`src/rtl/core_clock_gen.sv`:
```
// ----------------------------------------------------------------------------
// core_clock_gen
//
// Produces the gated, divided clock for the processor core under test. The
// generated clock either free-runs (auto mode) or produces an exact number of
// full periods loaded by the host-side controller (pulse mode), which lets
// the controller single-step or burst-step the core.
//
// Ports
//   clk          system clock, all logic on its rising edge
//   reset        synchronous, active-high reset
//   write_pulse  one-cycle strobe: remaining <= pulse (reload, never add)
//   option       0 = pulse mode, 1 = auto (free-running) mode
//   out_enable   0 forces clk_o low and stops the phase counter
//   divider      half-period length D in clk cycles (0 behaves as 1)
//   pulse        number of core-clock periods N to generate in pulse mode
//   clk_o        registered generated clock
//   busy         high while remaining is non-zero
//   remaining    current remaining-period count
// ----------------------------------------------------------------------------
module core_clock_gen #(
    parameter int COUNTER_BITS = 32,
    parameter int PULSE_BITS   = 32
) (
    input  logic                    clk,
    input  logic                    reset,
    input  logic                    write_pulse,
    input  logic                    option,
    input  logic                    out_enable,
    input  logic [COUNTER_BITS-1:0] divider,
    input  logic [PULSE_BITS-1:0]   pulse,
    output logic                    clk_o,
    output logic                    busy,
    output logic [PULSE_BITS-1:0]   remaining
);

    logic [COUNTER_BITS-1:0] cnt_reg;
    logic [COUNTER_BITS-1:0] half_period;
    logic                    active;
    logic                    counting;
    logic                    phase_end;
    logic                    decrement;
    logic [PULSE_BITS-1:0]   remaining_next;

    always_comb begin
        half_period = (divider == '0) ? COUNTER_BITS'(1) : divider;
        active      = out_enable & (option | (remaining != '0));
        // A high phase always runs to completion once generation stops, so
        // the core never sees a runt high pulse.
        counting    = out_enable & (active | clk_o);
        // >= rather than == so that shrinking the divider mid-phase ends the
        // phase on the next edge instead of wrapping the counter.
        phase_end   = (cnt_reg >= (half_period - COUNTER_BITS'(1)));
        // Only a falling toggle in pulse mode consumes a period; the settling
        // fall after stopping happens with remaining already zero.
        decrement   = counting & phase_end & clk_o & ~option & (remaining != '0);

        remaining_next = remaining;
        if (write_pulse) begin
            remaining_next = pulse;
        end else if (decrement) begin
            remaining_next = remaining - PULSE_BITS'(1);
        end
    end

    always_ff @(posedge clk) begin
        if (reset) begin
            clk_o     <= 1'b0;
            cnt_reg   <= '0;
            remaining <= '0;
            busy      <= 1'b0;
        end else begin
            if (!out_enable) begin
                clk_o   <= 1'b0;
                cnt_reg <= '0;
            end else if (counting) begin
                if (phase_end) begin
                    clk_o   <= ~clk_o;
                    cnt_reg <= '0;
                end else begin
                    cnt_reg <= cnt_reg + COUNTER_BITS'(1);
                end
            end else begin
                cnt_reg <= '0;
            end
            remaining <= remaining_next;
            busy      <= (remaining_next != '0);
        end
    end

endmodule

```
`config.mk`:
```
export PLATFORM = sky130hd
export DESIGN_NAME = core_clock_gen
export DESIGN_NICKNAME = d
export VERILOG_FILES = /design/src/rtl/core_clock_gen.sv
export SDC_FILE = /design/constraint.sdc
export NUM_CORES = 1
export LEC_CHECK = 0
export ABC_AREA = 1
export CAP_MARGIN = 20
export CORE_AREA = 3 3 150 79
export DETAILED_ROUTE_END_ITERATION = 8
export DIE_AREA = 0 0 153 82
export GPL_TIMING_DRIVEN = 0
export PLACE_DENSITY = 0.8
export SLEW_MARGIN = 20
export SYNTH_ARGS = -nofsm -noshare
export SYNTH_HDL_FRONTEND = slang
export SYNTH_SLANG_ARGS = --single-unit
```
`constraint.sdc`:
```
create_clock -name clk -period 7.2 [get_ports clk]
set_input_delay 1.44 -clock clk [delete_from_list [all_inputs] [get_ports clk]]
set_output_delay 1.44 -clock clk [all_outputs]
set_load 0.02 [all_outputs]
```
==> metrics.log, run 1 <==
[metrics] gate count of the mapped netlist: 906
[metrics] path class of the lowest-slack min-delay path: flip-flop to flip-flop
[metrics] cts hold-fix bufs: 0
[metrics] beginning of the worst hold path: cnt_reg[0]
[metrics] Cell Area, Synth: 0.00572 mm^2
[metrics] clk buf depth: 2
[metrics] Antenna Violating Nets Remaining: 0
[metrics] grt peak-use layer: met1
[metrics] horizontal extent of the die: 153 um
[metrics] storage element area: 0.00132 mm^2
[metrics] number of enable-type register cells in the synthesized netlist: 0
[metrics] TritonCTS clock tree: yes
[metrics] number of core rows: 27
[metrics] met3 global-route usage: 0.107
[metrics] final worst path period share: 0.947
[metrics] sequential cell area fraction in the yosys report: 0.231
[metrics] family of cells with the greatest summed delay on the critical path: simple AND/OR/NAND/NOR gates
[metrics] sink of the worst hold path: cnt_reg[0]
[metrics] remaining global-route overflow: 0
[metrics] area growth from synthesis to final layout: 29.7%
[metrics] total CTS buffers: 9
[metrics] cells on worst reg2reg path: 16
[metrics] Clock Pin Slew Worst Setup and Hold Paths: 0.06 ns
[metrics] antenna diode count: 0
[metrics] most used cell, CP: sky130_fd_sc_hd__nand2_1
[metrics] element type at the critical path end: flip-flop
[metrics] worst clock skew: 0.00861 ns
[metrics] initial antenna violation count: 0
[metrics] max capacitance violation total: 0
[metrics] Filler Cells Inserted: 980
[metrics] DRC errors left: 0
[metrics] number of warnings reported in the yosys synthesis log: 0
[metrics] library cell used as clock root buffer: sky130_fd_sc_hd__clkbuf_16
[metrics] WL per Instance: 15.5 um
[metrics] pin count of the biggest net entering global routing: 13
[metrics] Core Area: 0.0108 mm^2
[metrics] worst max-slew margin expressed relative to the limit: 0.510
[metrics] Post-Synthesis Net Count: 1010
[metrics] result of the run: completed
[metrics] count of buffer and inverter cells on the critical path: 5
[metrics] global-route met1 utilization: 0.455
[metrics] net switching share of the total power: 0.293
[metrics] flop and latch count out of synthesis: 66
[metrics] part of the power in registers: 0.341
[metrics] placer congestion estimate: 0.986
[metrics] critical path arrival: 7.08 ns
[metrics] Final Max Slew Viols: 0
[metrics] area taken by multi-input logic gates: 0.00402 mm^2
[metrics] ratio of total power to cell area: 158 mW/mm^2
[metrics] flop-to-flop setup slack: 4.00 ns
[metrics] NumNets Final: 1131
[metrics] minimum hold slack: 0.465 ns
[metrics] total routing usage reported by global routing: 0.282
[metrics] later-pin clock latency in the skew report: 0.34 ns
[metrics] worst-path cell with the longest stage delay: sky130_fd_sc_hd__clkdlybuf4s50_1
[metrics] Internal Dissipation: 0.828 mW
[metrics] pre-CTS setup slack: -0.338 ns
[metrics] largest voltage drop on the vdd net: 0.124 mV
[metrics] mean instance size in the synthesized netlist: 6.32 um^2
[metrics] fin worst setup slack: 0.379 ns
[metrics] number of distinct library cell variants in the gate-level netlist after synthesis: 38
[metrics] area of the die: 0.0125 mm^2
[metrics] share of layout cells above drive strength 1: 0.113
[metrics] starting density of the core: 0.531
[metrics] Crit Path Category: input pin to flip-flop
[metrics] via count of the first global-routing pass: 5222
[metrics] post-DP HPWL: 15.0 mm
[metrics] Crit Reg-Reg Startpoint: remaining[0]
[metrics] first-pass GRT wire length: 27.7 mm
[metrics] total clock sinks: 66
[metrics] peak clock frequency supported by timing: 0.147 GHz
[metrics] Final Critical Period: 6.82 ns
[metrics] Slew @ Worst Pin: 0.730 ns
[metrics] Hold Vio Cnt, Final: 0
[metrics] largest fanout on the critical path: 10
[metrics] logic gate share of total power: 0.224
[metrics] async set or reset register ratio after synthesis: 0
[metrics] required time at the worst-slack endpoint: 7.46 ns
[metrics] dominant register cell in the synthesized netlist: sky130_fd_sc_hd__dfxtp_1
[metrics] share of power burned in the clock network: 0.435
[metrics] total routed wirelength: 18.3 mm
[metrics] via count normalized by instance count: 5.25
[metrics] Top Ports: 103
[metrics] Initial DRC Count: 658
[metrics] net switching power of the design: 0.344 mW
[metrics] type of element launching the critical path: input pin
[metrics] quantity of I/O buffers inserted on ports: 101
[metrics] CTS HTree Levels: 3
[metrics] die extent in y: 82 um
[metrics] depth of the worst hold-timing path: 1
[metrics] highest cell delay on the worst timing path: 0.52 ns
[metrics] number of iterations in the first detailed-routing pass: 5
[metrics] vias after detailed routing: 6181
[metrics] Leak: 3.29 nW
[metrics] met2 routing resource usage after global routing: 0.337
[metrics] number of setup violations in the final report: 0
[metrics] reg-to-reg endpoint: busy
==> layout by cell type, fill, tap and decap left out, drive strengths merged, types with 24 or more instances in the layout <==
master	count
or2	34
inv	101
nand3	61
dfxtp	66
clkdlybuf4s50	100
nor2	183
nand2	239
ha	35
nor3	24
xor2	46
==> synthesized netlist by cell type, types with 17 or more instances <==
master / count / area share
sky130_fd_sc_hd__a21oi_1: 23 / 0.020
sky130_fd_sc_hd__dfxtp_1: 66 / 0.23
sky130_fd_sc_hd__ha_1: 35 / 0.077
sky130_fd_sc_hd__inv_1: 94 / 0.062
sky130_fd_sc_hd__nand2_1: 228 / 0.15
sky130_fd_sc_hd__nand3_1: 58 / 0.051
sky130_fd_sc_hd__nand4_1: 22 / 0.024
sky130_fd_sc_hd__nor2_1: 170 / 0.11
sky130_fd_sc_hd__nor3_1: 17 / 0.015
sky130_fd_sc_hd__or2_2: 30 / 0.033
sky130_fd_sc_hd__xnor2_1: 22 / 0.034
sky130_fd_sc_hd__xor2_1: 46 / 0.070
==> routing by layer <==
metal | wire, um | share of wire
met1 | 9670 | 0.53
met2 | 6310 | 0.34
met3 | 2140 | 0.12
met4 | 110 | 0.0060
met5 | 63 | 0.0034
==> what timing repair did <==
action,4_1_cts,5_1_grt
buffers inserted,3,6
pin swaps,1,11
endpoints found under the hold margin,0,0
gates cloned,0,0
setup endpoints to repair,1,21
resized for setup,0,21
==> layout make-up <==
type / instances / share of cell area
multi-input cells: 721 / 0.542
flip-flops and latches: 66 / 0.178
repair buffers: 110 / 0.146
inverters: 102 / 0.0518
clock buffers: 10 / 0.0309
well taps: 145 / 0.0244
clock inverters: 6 / 0.0155
plain buffers: 17 / 0.0116
==> stage by stage <==
step,util,power [mW],instances,instance area (um^2),TNS (ns)
after CTS,0.676,1.16,1171,7280,0
after detailed placement,0.642,0.658,1152,6920,-0.338
after global routing,0.689,1.21,1177,7420,-0.0436
final,0.689,1.17,1177,7420,0
after global placement,0.642,0.657,1152,6920,-0.318
after floorplan,-,0.546,906,5720,0
==> power by group through the flow <==
stage          Sequential, mW  Combinational (mW)  Clock, mW
2_1_floorplan           0.415               0.131          0
3_3_place_gp            0.407               0.251          0
3_5_place_dp            0.406               0.252          0
4_1_cts                 0.399               0.254      0.511
5_1_grt                 0.400               0.286      0.526
6_report                0.399               0.262      0.510
==> worst max path at each step <==
stage / startpoint / cells past startpoint / end
6_report: divider[23] / 38 / busy
5_1_grt: divider[23] / 39 / busy
4_1_cts: divider[23] / 38 / busy
3_5_place_dp: divider[23] / 38 / busy
3_3_place_gp: divider[23] / 38 / busy
2_1_floorplan: divider[22] / 38 / busy
==> kinds of logic after synthesis <==
family,synth area share
simple gates,0.470
compound gates,0.0369
flops,0.231
xor+xnor,0.104
fa+ha+maj,0.0765
buf+inv,0.0813
Power figures use the tool's default switching activity.
==> run 2: changes to the inputs <==
==> constraint.sdc (replaced) <==
create_clock -name clk -period 7.2 [get_ports clk]
set_input_delay 1.08 -clock clk [delete_from_list [all_inputs] [get_ports clk]]
set_output_delay 1.08 -clock clk [all_outputs]
set_load 0.02 [all_outputs]
==> metrics.log, run 2 (synthesized netlist as in run 1, its figures left out) <==
[metrics] vias after detailed routing: 6170
[metrics] most used cell, CP: sky130_fd_sc_hd__nand2_1
[metrics] number of core rows: 27
[metrics] WL per Instance: 15.5 um
[metrics] remaining global-route overflow: 0
[metrics] die extent in y: 82 um
[metrics] DRC errors left: 0
[metrics] global-route met1 utilization: 0.458
[metrics] total clock sinks: 66
[metrics] number of setup violations in the final report: 0
[metrics] total routing usage reported by global routing: 0.281
[metrics] ratio of total power to cell area: 159 mW/mm^2
[metrics] total routed wirelength: 18.2 mm
[metrics] Top Ports: 103
[metrics] Crit Path Category: input pin to flip-flop
[metrics] setup tns final: 0 ns
[metrics] met3 global-route usage: 0.102
[metrics] quantity of I/O buffers inserted on ports: 101
[metrics] Initial DRC Count: 666
[metrics] pre-CTS setup slack: 0.0217 ns
[metrics] number of iterations in the first detailed-routing pass: 6
[metrics] max capacitance violation total: 0
[metrics] Hold Vio Cnt, Final: 0
[metrics] Core Area: 0.0108 mm^2
[metrics] Final Critical Period: 6.74 ns
[metrics] type of element launching the critical path: input pin
[metrics] path class of the lowest-slack min-delay path: flip-flop to flip-flop
[metrics] area of the die: 0.0125 mm^2
[metrics] met2 routing resource usage after global routing: 0.336
[metrics] NumNets Final: 1129
[metrics] Antenna Violating Nets Remaining: 0
[metrics] Clock Pin Slew Worst Setup and Hold Paths: 0.06 ns
[metrics] worst max-slew margin expressed relative to the limit: 0.532
[metrics] library cell used as clock root buffer: sky130_fd_sc_hd__clkbuf_16
[metrics] total CTS buffers: 9
[metrics] worst-path cell with the longest stage delay: sky130_fd_sc_hd__clkdlybuf4s50_1
[metrics] clk buf depth: 2
[metrics] horizontal extent of the die: 153 um
[metrics] cts hold-fix bufs: 0
[metrics] starting density of the core: 0.531
[metrics] largest voltage drop on the vdd net: 0.126 mV
[metrics] required time at the worst-slack endpoint: 7.46 ns
[metrics] antenna diode count: 0
[metrics] initial antenna violation count: 0
[metrics] pin count of the biggest net entering global routing: 13
[metrics] via count normalized by instance count: 5.25
[metrics] Final Max Slew Viols: 0
[metrics] highest cell delay on the worst timing path: 0.52 ns
[metrics] area growth from synthesis to final layout: 28.4%
[metrics] result of the run: completed
[metrics] total power consumption of the routed design: 1.17 mW
[metrics] first-pass GRT wire length: 27.6 mm
[metrics] most common cell after layout, fill and taps aside: sky130_fd_sc_hd__nand2_1
[metrics] commonest non-fill, non-tap cells in the layout: 228 x sky130_fd_sc_hd__nand2_1, 168 x sky130_fd_sc_hd__nor2_1, 101 x sky130_fd_sc_hd__clkdlybuf4s50_1
[metrics] largest fanout on the critical path: 10
[metrics] TritonCTS clock tree: yes
[metrics] worst clock skew: 0.00878 ns
[metrics] element type at the critical path end: flip-flop
[metrics] CTS HTree Levels: 3
[metrics] count of buffer and inverter cells on the critical path: 5
[metrics] final core occ: 0.682
[metrics] family of cells with the greatest summed delay on the critical path: simple AND/OR/NAND/NOR gates
[metrics] via count of the first global-routing pass: 5226
[metrics] share of layout cells above drive strength 1: 0.104
[metrics] post-DP HPWL: 15.0 mm
[metrics] critical path arrival: 6.99 ns
[metrics] minimum hold slack: 0.465 ns
[metrics] Leak: 3.25 nW
[metrics] grt peak-use layer: met1
[metrics] placer congestion estimate: 0.986
[metrics] later-pin clock latency in the skew report: 0.34 ns
[metrics] Slew @ Worst Pin: 0.697 ns
[metrics] fin worst setup slack: 0.465 ns
[metrics] final worst path period share: 0.935
[metrics] peak clock frequency supported by timing: 0.148 GHz
run 2: layout make-up:
cell class              instances  area (um^2)
clock buffers                  10          229
multi-input cells             721         3970
flip-flops and latches         66         1320
repair buffers                108         1060
well taps                     145          181
clock inverters                 6          115
fillers                       989         3430
plain buffers                  17         86.3
inverters                     102          384
run 2: repair_timing:
item,CTS,global route
setup endpoints to repair,0,1
resized for setup,0,8
setup buffers,0,7
run 2: where the power goes:
part | internal [mW] | switching [mW] | leakage, nW | total, mW
registers | 0.378 | 0.0212 | 0.540 | 0.400
logic | 0.110 | 0.151 | 2.55 | 0.261
clock network | 0.339 | 0.170 | 0.163 | 0.509
total | 0.828 | 0.342 | 3.25 | 1.17
run 2: worst register-to-register path, cell delays in order (launching register included):
cell and delay (ns):
sky130_fd_sc_hd__dfxtp_1 0.36, sky130_fd_sc_hd__inv_1 0.19, sky130_fd_sc_hd__ha_1 0.35, sky130_fd_sc_hd__nand2_2 0.16, sky130_fd_sc_hd__nor2_4 0.17, sky130_fd_sc_hd__nand2_1 0.13, sky130_fd_sc_hd__nor4_4 0.44, sky130_fd_sc_hd__nor2_4 0.13
sky130_fd_sc_hd__clkbuf_4 0.24, sky130_fd_sc_hd__nand2_1 0.09, sky130_fd_sc_hd__nand3_1 0.07, sky130_fd_sc_hd__nand2_1 0.10, sky130_fd_sc_hd__nand2_1 0.10, sky130_fd_sc_hd__nor2_1 0.10, sky130_fd_sc_hd__nand2_1 0.13, sky130_fd_sc_hd__nor2_2 0.17
sky130_fd_sc_hd__a21oi_1 0.10
run 2: path summary, 6_finish.rpt:
path / start / end / slack, ns / depth (start not counted)
worst max-delay path: divider[23] / busy / 0.46 / 38
worst min-delay path: cnt_reg[0] / cnt_reg[0] / 0.46 / 1
worst max register to register: remaining[0] / busy / 4.05 / 16
worst min register to register: cnt_reg[0] / cnt_reg[0] / 0.46 / 1
run 2: per-layer routing:
layer,wire [um],part of all wire
met3,2070,0.11
met2,6190,0.34
met1,9770,0.54
met4,111,0.0061
met5,63,0.0035
run 2: per-stage QoR:
step,cell area (um^2),instances
2_1_floorplan,5720,906
3_3_place_gp,6920,1152
3_5_place_dp,6920,1152
4_1_cts,7260,1168
5_1_grt,7350,1175
6_report,7350,1175
==> run 3: changes to the inputs <==
--- a/config.mk
+++ b/config.mk
@@ -12,7 +12,6 @@
 export DIE_AREA = 0 0 153 82
 export GPL_TIMING_DRIVEN = 0
 export PLACE_DENSITY = 0.8
-export SLEW_MARGIN = 20
 export SYNTH_ARGS = -nofsm -noshare
 export SYNTH_HDL_FRONTEND = slang
 export SYNTH_SLANG_ARGS = --single-unit
==> results of run 3 <==
Final layout, timing and power as in run 2 (identical DEF).
